## src/rtl/rsa_pkg.sv

```systemverilog
// Shared types and defaults for the RSA datapath blocks.
package rsa_pkg;

  typedef enum logic [1:0] {
    StIdle,
    StCheck,
    StRun,
    StDone
  } state_e;

  localparam int unsigned DefWidth = 256;
  localparam int unsigned DefMaxK  = 512;

  // Width needed to hold any shift count in 0..max_k.
  function automatic int unsigned calc_kw(input int unsigned max_k);
    return $clog2(max_k + 1);
  endfunction

endpackage

```

## src/rtl/mod_double_step.sv

```systemverilog
// One modular doubling step: t <- 2t, minus n when the result is >= n.
module mod_double_step #(
  parameter int unsigned WIDTH = 8
) (
  input  logic [WIDTH:0]   t_i,
  input  logic [WIDTH-1:0] n_i,
  input  logic             en_i,
  output logic [WIDTH:0]   t_o
);

  logic [WIDTH:0] dbl;

  // t_i < n_i, so the doubled value always fits in WIDTH+1 bits.
  always_comb begin
    dbl = t_i << 1;
    t_o = t_i;
    if (en_i) begin
      if (dbl >= {1'b0, n_i}) begin
        t_o = dbl - {1'b0, n_i};
      end else begin
        t_o = dbl;
      end
    end
  end

endmodule

```

## src/rtl/mont_preprocess.sv

```systemverilog
// Montgomery-domain conversion: T = M * 2^K mod N by repeated modular doubling.
module mont_preprocess
  import rsa_pkg::*;
#(
  parameter int unsigned WIDTH  = DefWidth,
  parameter int unsigned MAX_K  = DefMaxK,
  parameter int unsigned UNROLL = 1,
  parameter int unsigned KW     = calc_kw(MAX_K)
) (
  input  logic             clk,
  input  logic             rst,
  input  logic             start,
  input  logic             abort,
  input  logic [WIDTH-1:0] N_i,
  input  logic [WIDTH-1:0] M_i,
  input  logic [KW-1:0]    K_i,
  output logic             busy,
  output logic [WIDTH-1:0] T_o,
  output logic             finish,
  output logic             err
);

  state_e           state_q, state_d;
  logic [WIDTH-1:0] n_q, n_d;
  logic [WIDTH-1:0] m_q, m_d;
  logic [KW-1:0]    k_q, k_d;
  logic [WIDTH:0]   t_q, t_d;
  logic [KW-1:0]    cnt_q, cnt_d;
  logic [WIDTH-1:0] t_out_q, t_out_d;
  logic             err_flag_q, err_flag_d;
  logic             busy_q, busy_d;
  logic             finish_q, finish_d;
  logic             err_q, err_d;

  logic [WIDTH:0]   stage_in  [UNROLL];
  logic [WIDTH:0]   stage_out [UNROLL];
  logic [UNROLL-1:0] step_en;
  logic [KW-1:0]    steps;
  logic             last_run;

  // Unrolled doubling chain; stages beyond the remaining count pass t through.
  for (genvar j = 0; j < UNROLL; j++) begin : g_step
    if (j == 0) begin : g_first
      assign stage_in[j] = t_q;
    end else begin : g_next
      assign stage_in[j] = stage_out[j-1];
    end
    assign step_en[j] = (32'(cnt_q) > j);
    mod_double_step #(
      .WIDTH(WIDTH)
    ) u_step (
      .t_i (stage_in[j]),
      .n_i (n_q),
      .en_i(step_en[j]),
      .t_o (stage_out[j])
    );
  end

  assign steps    = (32'(cnt_q) >= UNROLL) ? KW'(UNROLL) : cnt_q;
  assign last_run = (32'(cnt_q) <= UNROLL);

  // Next-state and output logic.
  always_comb begin
    state_d    = state_q;
    n_d        = n_q;
    m_d        = m_q;
    k_d        = k_q;
    t_d        = t_q;
    cnt_d      = cnt_q;
    t_out_d    = t_out_q;
    err_flag_d = err_flag_q;
    // Outputs lag the state by one cycle so every output is a plain register.
    busy_d     = ((state_q == StCheck) || (state_q == StRun)) && !abort;
    finish_d   = (state_q == StDone);
    err_d      = (state_q == StDone) && err_flag_q;
    unique case (state_q)
      StIdle: begin
        if (start) begin
          n_d     = N_i;
          m_d     = M_i;
          k_d     = K_i;
          state_d = StCheck;
        end
      end
      StCheck: begin
        if (abort) begin
          state_d = StIdle;
        end else if ((n_q == '0) || (m_q >= n_q) || (32'(k_q) > MAX_K)) begin
          err_flag_d = 1'b1;
          t_out_d    = '0;
          state_d    = StDone;
        end else if (k_q == '0) begin
          err_flag_d = 1'b0;
          t_out_d    = m_q;
          state_d    = StDone;
        end else begin
          err_flag_d = 1'b0;
          t_d        = {1'b0, m_q};
          cnt_d      = k_q;
          state_d    = StRun;
        end
      end
      StRun: begin
        if (abort) begin
          state_d = StIdle;
        end else begin
          t_d   = stage_out[UNROLL-1];
          cnt_d = cnt_q - steps;
          if (last_run) begin
            t_out_d = stage_out[UNROLL-1][WIDTH-1:0];
            state_d = StDone;
          end
        end
      end
      StDone: begin
        state_d = StIdle;
      end
      default: begin
        state_d = StIdle;
      end
    endcase
  end

  // State and output registers with synchronous reset.
  always_ff @(posedge clk) begin
    if (rst) begin
      state_q    <= StIdle;
      n_q        <= '0;
      m_q        <= '0;
      k_q        <= '0;
      t_q        <= '0;
      cnt_q      <= '0;
      t_out_q    <= '0;
      err_flag_q <= 1'b0;
      busy_q     <= 1'b0;
      finish_q   <= 1'b0;
      err_q      <= 1'b0;
    end else begin
      state_q    <= state_d;
      n_q        <= n_d;
      m_q        <= m_d;
      k_q        <= k_d;
      t_q        <= t_d;
      cnt_q      <= cnt_d;
      t_out_q    <= t_out_d;
      err_flag_q <= err_flag_d;
      busy_q     <= busy_d;
      finish_q   <= finish_d;
      err_q      <= err_d;
    end
  end

  assign busy   = busy_q;
  assign T_o    = t_out_q;
  assign finish = finish_q;
  assign err    = err_q;

endmodule

```

## config.mk

```make
export PLATFORM = sky130hd
export DESIGN_NAME = mont_preprocess
export DESIGN_NICKNAME = d
export VERILOG_FILES = /design/src/rtl/rsa_pkg.sv /design/src/rtl/mod_double_step.sv /design/src/rtl/mont_preprocess.sv
export SDC_FILE = /design/constraint.sdc
export NUM_CORES = 2
export LEC_CHECK = 0
export BUFFER_PORTS_ARGS = -buffer_cell sky130_fd_sc_hd__buf_4
export CAP_MARGIN = 20
export CORE_ASPECT_RATIO = 0.8
export CORE_MARGIN = 2
export CORE_UTILIZATION = 60
export DETAILED_ROUTE_END_ITERATION = 12
export GPL_ROUTABILITY_DRIVEN = 0
export PLACE_DENSITY = 0.81
export SYNTH_ARGS = -nofsm -noshare
export SYNTH_HDL_FRONTEND = slang
export SYNTH_SLANG_ARGS = --single-unit
```

## constraint.sdc

```tcl
create_clock -name clk -period 4.2 [get_ports clk]
set_input_delay 0 -clock clk [delete_from_list [all_inputs] [get_ports clk]]
set_output_delay 0 -clock clk [all_outputs]
set_load 0.05 [all_outputs]
```

==> summary.md, run 1 <==
| Metric | Value |
|---|---|
| Grt ovf | `250` |
| Clk sinks | `1050` |
| Synth Flop Type | `dfxtp_1` |
| CTS Root Cell | `clkbuf_16` |
| Die Span Y | `315 um` |
| Placed Area | `90100 sq um` |
| Syn Inst Count | `10400` |
| Number of flops mapped to enable cells by yosys | `0` |
| Initial Utilization | `60.3%` |
| Synth async-reset ratio | `0%` |
| Total track usage | `77.0%` |
| Largest cells by area after synthesis | `dfxtp_1, a21oi_1, nand2_1` |
| Total CTS buffers | `104` |
| Post-synth cell types | `100` |
| Largest net degree at the start of global routing | `247` |
| IO Port Bufs | `784` |
| Synthesized flop and latch total | `1050` |
| Error | `[ERROR GRT-0116] Global routing finished with congestion. Check the congestion regions in the DRC Viewer.` |
| Mapped Avg Cell Area | `6.98 sq um` |
| Failed at | `global routing` |
| Ports | `785` |
| Seq/Total Area, Yosys | `28.9%` |
| Mapped cell area | `72700 sq um` |
| Yosys top cell by area | `dfxtp_1` |
| Site Rows | `114` |
| Chip Width | `393 um` |
| Top-area cell type share of the netlist area | `28.9%` |
| Status | `stopped before the end` |
| Mapped Nets | `11500` |
| Clock Path Buffers | `3` |
| Warnings, synthesis | `0` |
| H-tree depth | `3` |
| Number of global-route vias before repair | `114000` |
| Dpl hpwl | `262000 um` |
| First-pass GRT wire length | `730000 um` |
[synthesized netlist by cell type (122+ instances only)]
cell type and n:
clkbuf_1 532, o21ai_0 865, a211oi_1 217, a21oi_1 2019
buf_2 165, nor2_1 711, inv_1 361, nor3_1 143
nand4_1 279, a21o_1 154, nor4_1 123, xnor2_1 122
nand2_1 1866, dfxtp_1 1050, nand3_1 124, ha_1 518
[metal layers]
metal	track usage, %	GRT overflow
met1	78.5	13
met2	90.3	104
met3	67.0	30
met4	69.5	98
met5	39.7	5
[repair_timing]
| item | 4_1_cts |
|---|---|
| buffers inserted | 96 |
| endpoints found under the setup margin | 524 |
| hold endpoints to repair | 576 |
| gates cloned | 41 |
| gates resized for setup | 642 |
| pin swaps | 172 |
| hold buffers | 588 |
[per-stage QoR]
step,setup slack [ps],instances
after floorplan,384,10400
after global placement,-1530,13600
after detailed placement,-1310,13600
after CTS,-144,14600
[cells by family after synthesis]
kind of cell | Yosys count | share of synthesized area (%)
AO/OA/AOI/OAI | 4008 | 32.1
flip-flops | 1050 | 28.9
adder cells (fa/ha/maj) | 519 | 8.94
buffers and inverters | 1113 | 6.19
multiplexers | 30 | 0.423
AND/OR/NAND/NOR | 3495 | 21.0
XOR/XNOR | 202 | 2.43
==> run 2, diff against run 1 <==
- CORE_ASPECT_RATIO: 0.8 -> default
- CORE_UTILIZATION: 60 -> 40
- PLACE_DENSITY: 0.81 -> default
- PLACE_DENSITY_LB_ADDON: default -> 0.15
==> run 2 against run 1 <==
The flow now finishes, with violations (slew limit, setup timing). Synthesized cell count stayed put. Synthesized area stayed put.
==> summary.md, run 2 <==
| Metric | Value |
|---|---|
| Most used standard cell by instance count after synthesis | `a21oi_1` |
| Slew Limit Fails | `86` |
| Die area | `185000 sq um` |
| Total CTS buffers | `118 (+13%)` |
| Crit path cell chain | `clkinvlp_4, buf_4, buf_4, ha_1, a21oi_1, o21ai_0, a211oi_2, o21ai_2, a31o_2, a211o_1, buf_12, a211o_1, nor2_4, buf_6, buf_6, buf_6, a31oi_4, buf_6, nor2_4, buf_12, buf_4, o221ai_1, a221oi_1` |
| Nets | `15300` |
| Largest net degree at the start of global routing | `198` |
| Top-area cell type share of the netlist area | `28.9% (unchanged)` |
| Worst-margin pin slew | `1690 ps` |
| M3 GR Usage | `11.1%` |
| Synthesized flop and latch total | `1050 (unchanged)` |
| Min setup slack post-route | `-697 ps` |
| Layout cells sized above 1 | `28.7%` |
| Max-cap violations | `0` |
| Most common cell after layout, fill and taps aside | `buf_4` |
| Met1 usage | `46.5%` |
| CTS Root Cell | `clkbuf_16` |
| Total track usage | `42.6%` |
| Number of global-route vias before repair | `99200` |
| Die Span Y | `430 um (+36%)` |
| Post-route ant nets | `0` |
| Synth async-reset ratio | `0% (unchanged)` |
| Per-cell routed wire length | `25.4 um` |
| Core area | `181000 sq um` |
| Mapped Nets | `11500 (unchanged)` |
| Most Used Layer, Global Route | `met2` |
| Pleak | `0.0513 uW` |
| Worst path slowest cell | `dfxtp_1` |
| Hold slack | `15.9 ps` |
| Critical Path Fanout Max | `5` |
| Number of flops mapped to enable cells by yosys | `0 (unchanged)` |
| Final hold viol count | `0` |
| Via count | `101000` |
| Setup Viol. Count Final | `523` |
| Cell Count, Final, Fillers Out | `16700` |
| Mapped Avg Cell Area | `6.98 sq um (unchanged)` |
| Syn Inst Count | `10400 (unchanged)` |
| Initial Utilization | `40.2% (-20 points)` |
| Commonest non-fill, non-tap cells in the layout | `buf_4, a21oi_1, nand2_1` |
| Status | `finished with violations` |
| Drt first pass iters | `7` |
| Ports | `785 (unchanged)` |
| H-tree depth | `3 (unchanged)` |
| Failing checks | `slew limit, setup timing` |
| Worst EP required | `4940 ps` |
| CP endpoint kind | `flip-flop` |
| Initial antenna violation count | `22` |
| Cells after DPL | `15300 (+12%)` |
| Layout Skew | `62.8 ps` |
| Drt drc | `0` |
| CTS tree | `yes` |
| Site Rows | `156 (+37%)` |
| Crit path kind | `reg2reg` |
| Clk sinks | `1050 (unchanged)` |
| Mapped cell area | `72700 sq um (unchanged)` |
| Grt ovf | `0` |
| IO Port Bufs | `784 (unchanged)` |
| Chip Width | `430 um (+9.4%)` |
| Worst Path Arrival | `5640 ps` |
| Clock slew at reported path FFs | `60 ps` |
| Initial drt markers | `11700` |
| Synth Flop Type | `dfxtp_1` |
| Number of fill cells in the layout | `15100` |
| Max IR drop VDD | `0.000413 V` |
| Vias per inst | `6.06` |
| Top cells by count, synth | `a21oi_1, nand2_1, dfxtp_1, o21ai_0, nor2_1` |
| CP most frequent cell | `buf_6` |
| Fmax | `204 MHz` |
| Dpl hpwl | `298000 um (+14%)` |
| Slew margin rel. | `-12.8%` |
| Hold Crit Class | `in2reg` |
| Yosys top cell by area | `dfxtp_1` |
| First-pass GRT wire length | `604000 um` |
| Clock Path Buffers | `3 (unchanged)` |
| Seq/Total Area, Yosys | `28.9% (unchanged)` |
| PwrDens | `562 nW/um^2` |
| Final wirelength | `426000 um` |
| Largest cells by area after synthesis | `dfxtp_1, a21oi_1, nand2_1` |
| Worst path max stage delay | `380 ps` |
| CP Launch Type | `flip-flop` |
| M2 GR Usage | `68.2%` |
| Post-layout power | `66000 uW` |
| Fin crit period | `4900 ps` |
| Unrepaired setup endpoints after global routing | `yes` |
| Layout area overhead | `61.5%` |
| Warnings, synthesis | `0 (unchanged)` |
| Post-synth cell types | `100 (unchanged)` |
| Clk Latency, worst-skew pair | `870 ps` |
| Post-route clock period utilization | `117%` |
==> run 2: cell counts after synthesis <==
Identical to the previous run, type by type.
==> run 2: per-layer routing <==
layer	up-vias	share of wire [%]	wire [um]
li1	45200	-	-
met3	2332	11	44900
met4	22	11	47400
met2	6445	44	187000
met5	-	0.032	137
met1	47300	34	146000
==> run 2: final timing paths <==
check        depth (start not counted)  slack [ps]       endpoint      from
max                                 23        -700  stage_in[242]  n_q[113]
min                                  4          20        n_q[60]   N_i[60]
max reg2reg                         23        -700  stage_in[242]  n_q[113]
min reg2reg                          2         470       T_o[255]  T_o[255]
==> run 2: cell type report <==
| type | count | area (sq um) | area share, % |
|---|---|---|---|
| Clock buffer | 166 | 3380 | 2.88 |
| Sequential cell | 1050 | 21000 | 17.9 |
| Antenna cell | 17 | 42.5 | 0.0362 |
| Multi-Input combinational cell | 8254 | 49300 | 41.9 |
| Inverter | 362 | 1380 | 1.17 |
| Clock inverter | 47 | 653 | 0.556 |
| Tap cell | 2370 | 2970 | 2.53 |
| Timing Repair Buffer | 4471 | 38700 | 33.0 |
==> run 2: worst max-delay path: cells and delay by family (launching register included) <==
family                   cells  cell delay (ps)
buffers and inverters       10             1520
AO/OA/AOI/OAI               10             2290
adder cells (fa/ha/maj)      1              300
flip-flops                   1              380
AND/OR/NAND/NOR              2              290
==> run 2: what timing repair did <==
item	4_1_cts	5_1_grt
pin swaps	30	62
setup buffers	35	58
hold endpoints to repair	597	0
setup endpoints to repair	524	524
hold buffers	1038	0
cloned	22	30
gates resized for setup	203	571
==> run 2: kinds of logic (layout without fill, tap and decap cells) <==
logic type,after synthesis,in the layout,synth area share [%]
and+or+nand+nor,3495,3495,21.0
adders and majority gates,519,519,8.94
AOI/OAI and AO/OA,4008,4008,32.1
buffers and inverters,1113,5046,6.19
muxes,30,30,0.423
DFF,1050,1050,28.9
other,0,17,0
xor gates and xnor gates,202,202,2.43
==> run 2: power breakdown <==
part,internal [uW],total [uW],leakage [uW],switching [uW]
Sequential,11000,11900,0.00860,916
Combinational,17400,42900,0.0407,25500
Clock,6290,11100,0.00196,4830
==> run 2: stage by stage <==
stage               instance area, sq um  setup WS [ps]  utilization (%)  TNS, ps
finish                            117000           -697             65.0  -263210
CTS                               114000           -746             63.3  -289070
detailed placement                 98300          -1520             54.4  -577760
global route                      117000           -777             65.0  -308040
floorplan                          72700            384                -        0
global placement                   98300          -2210             54.4  -929630
Note: power is estimated with default switching activity, not from simulation.
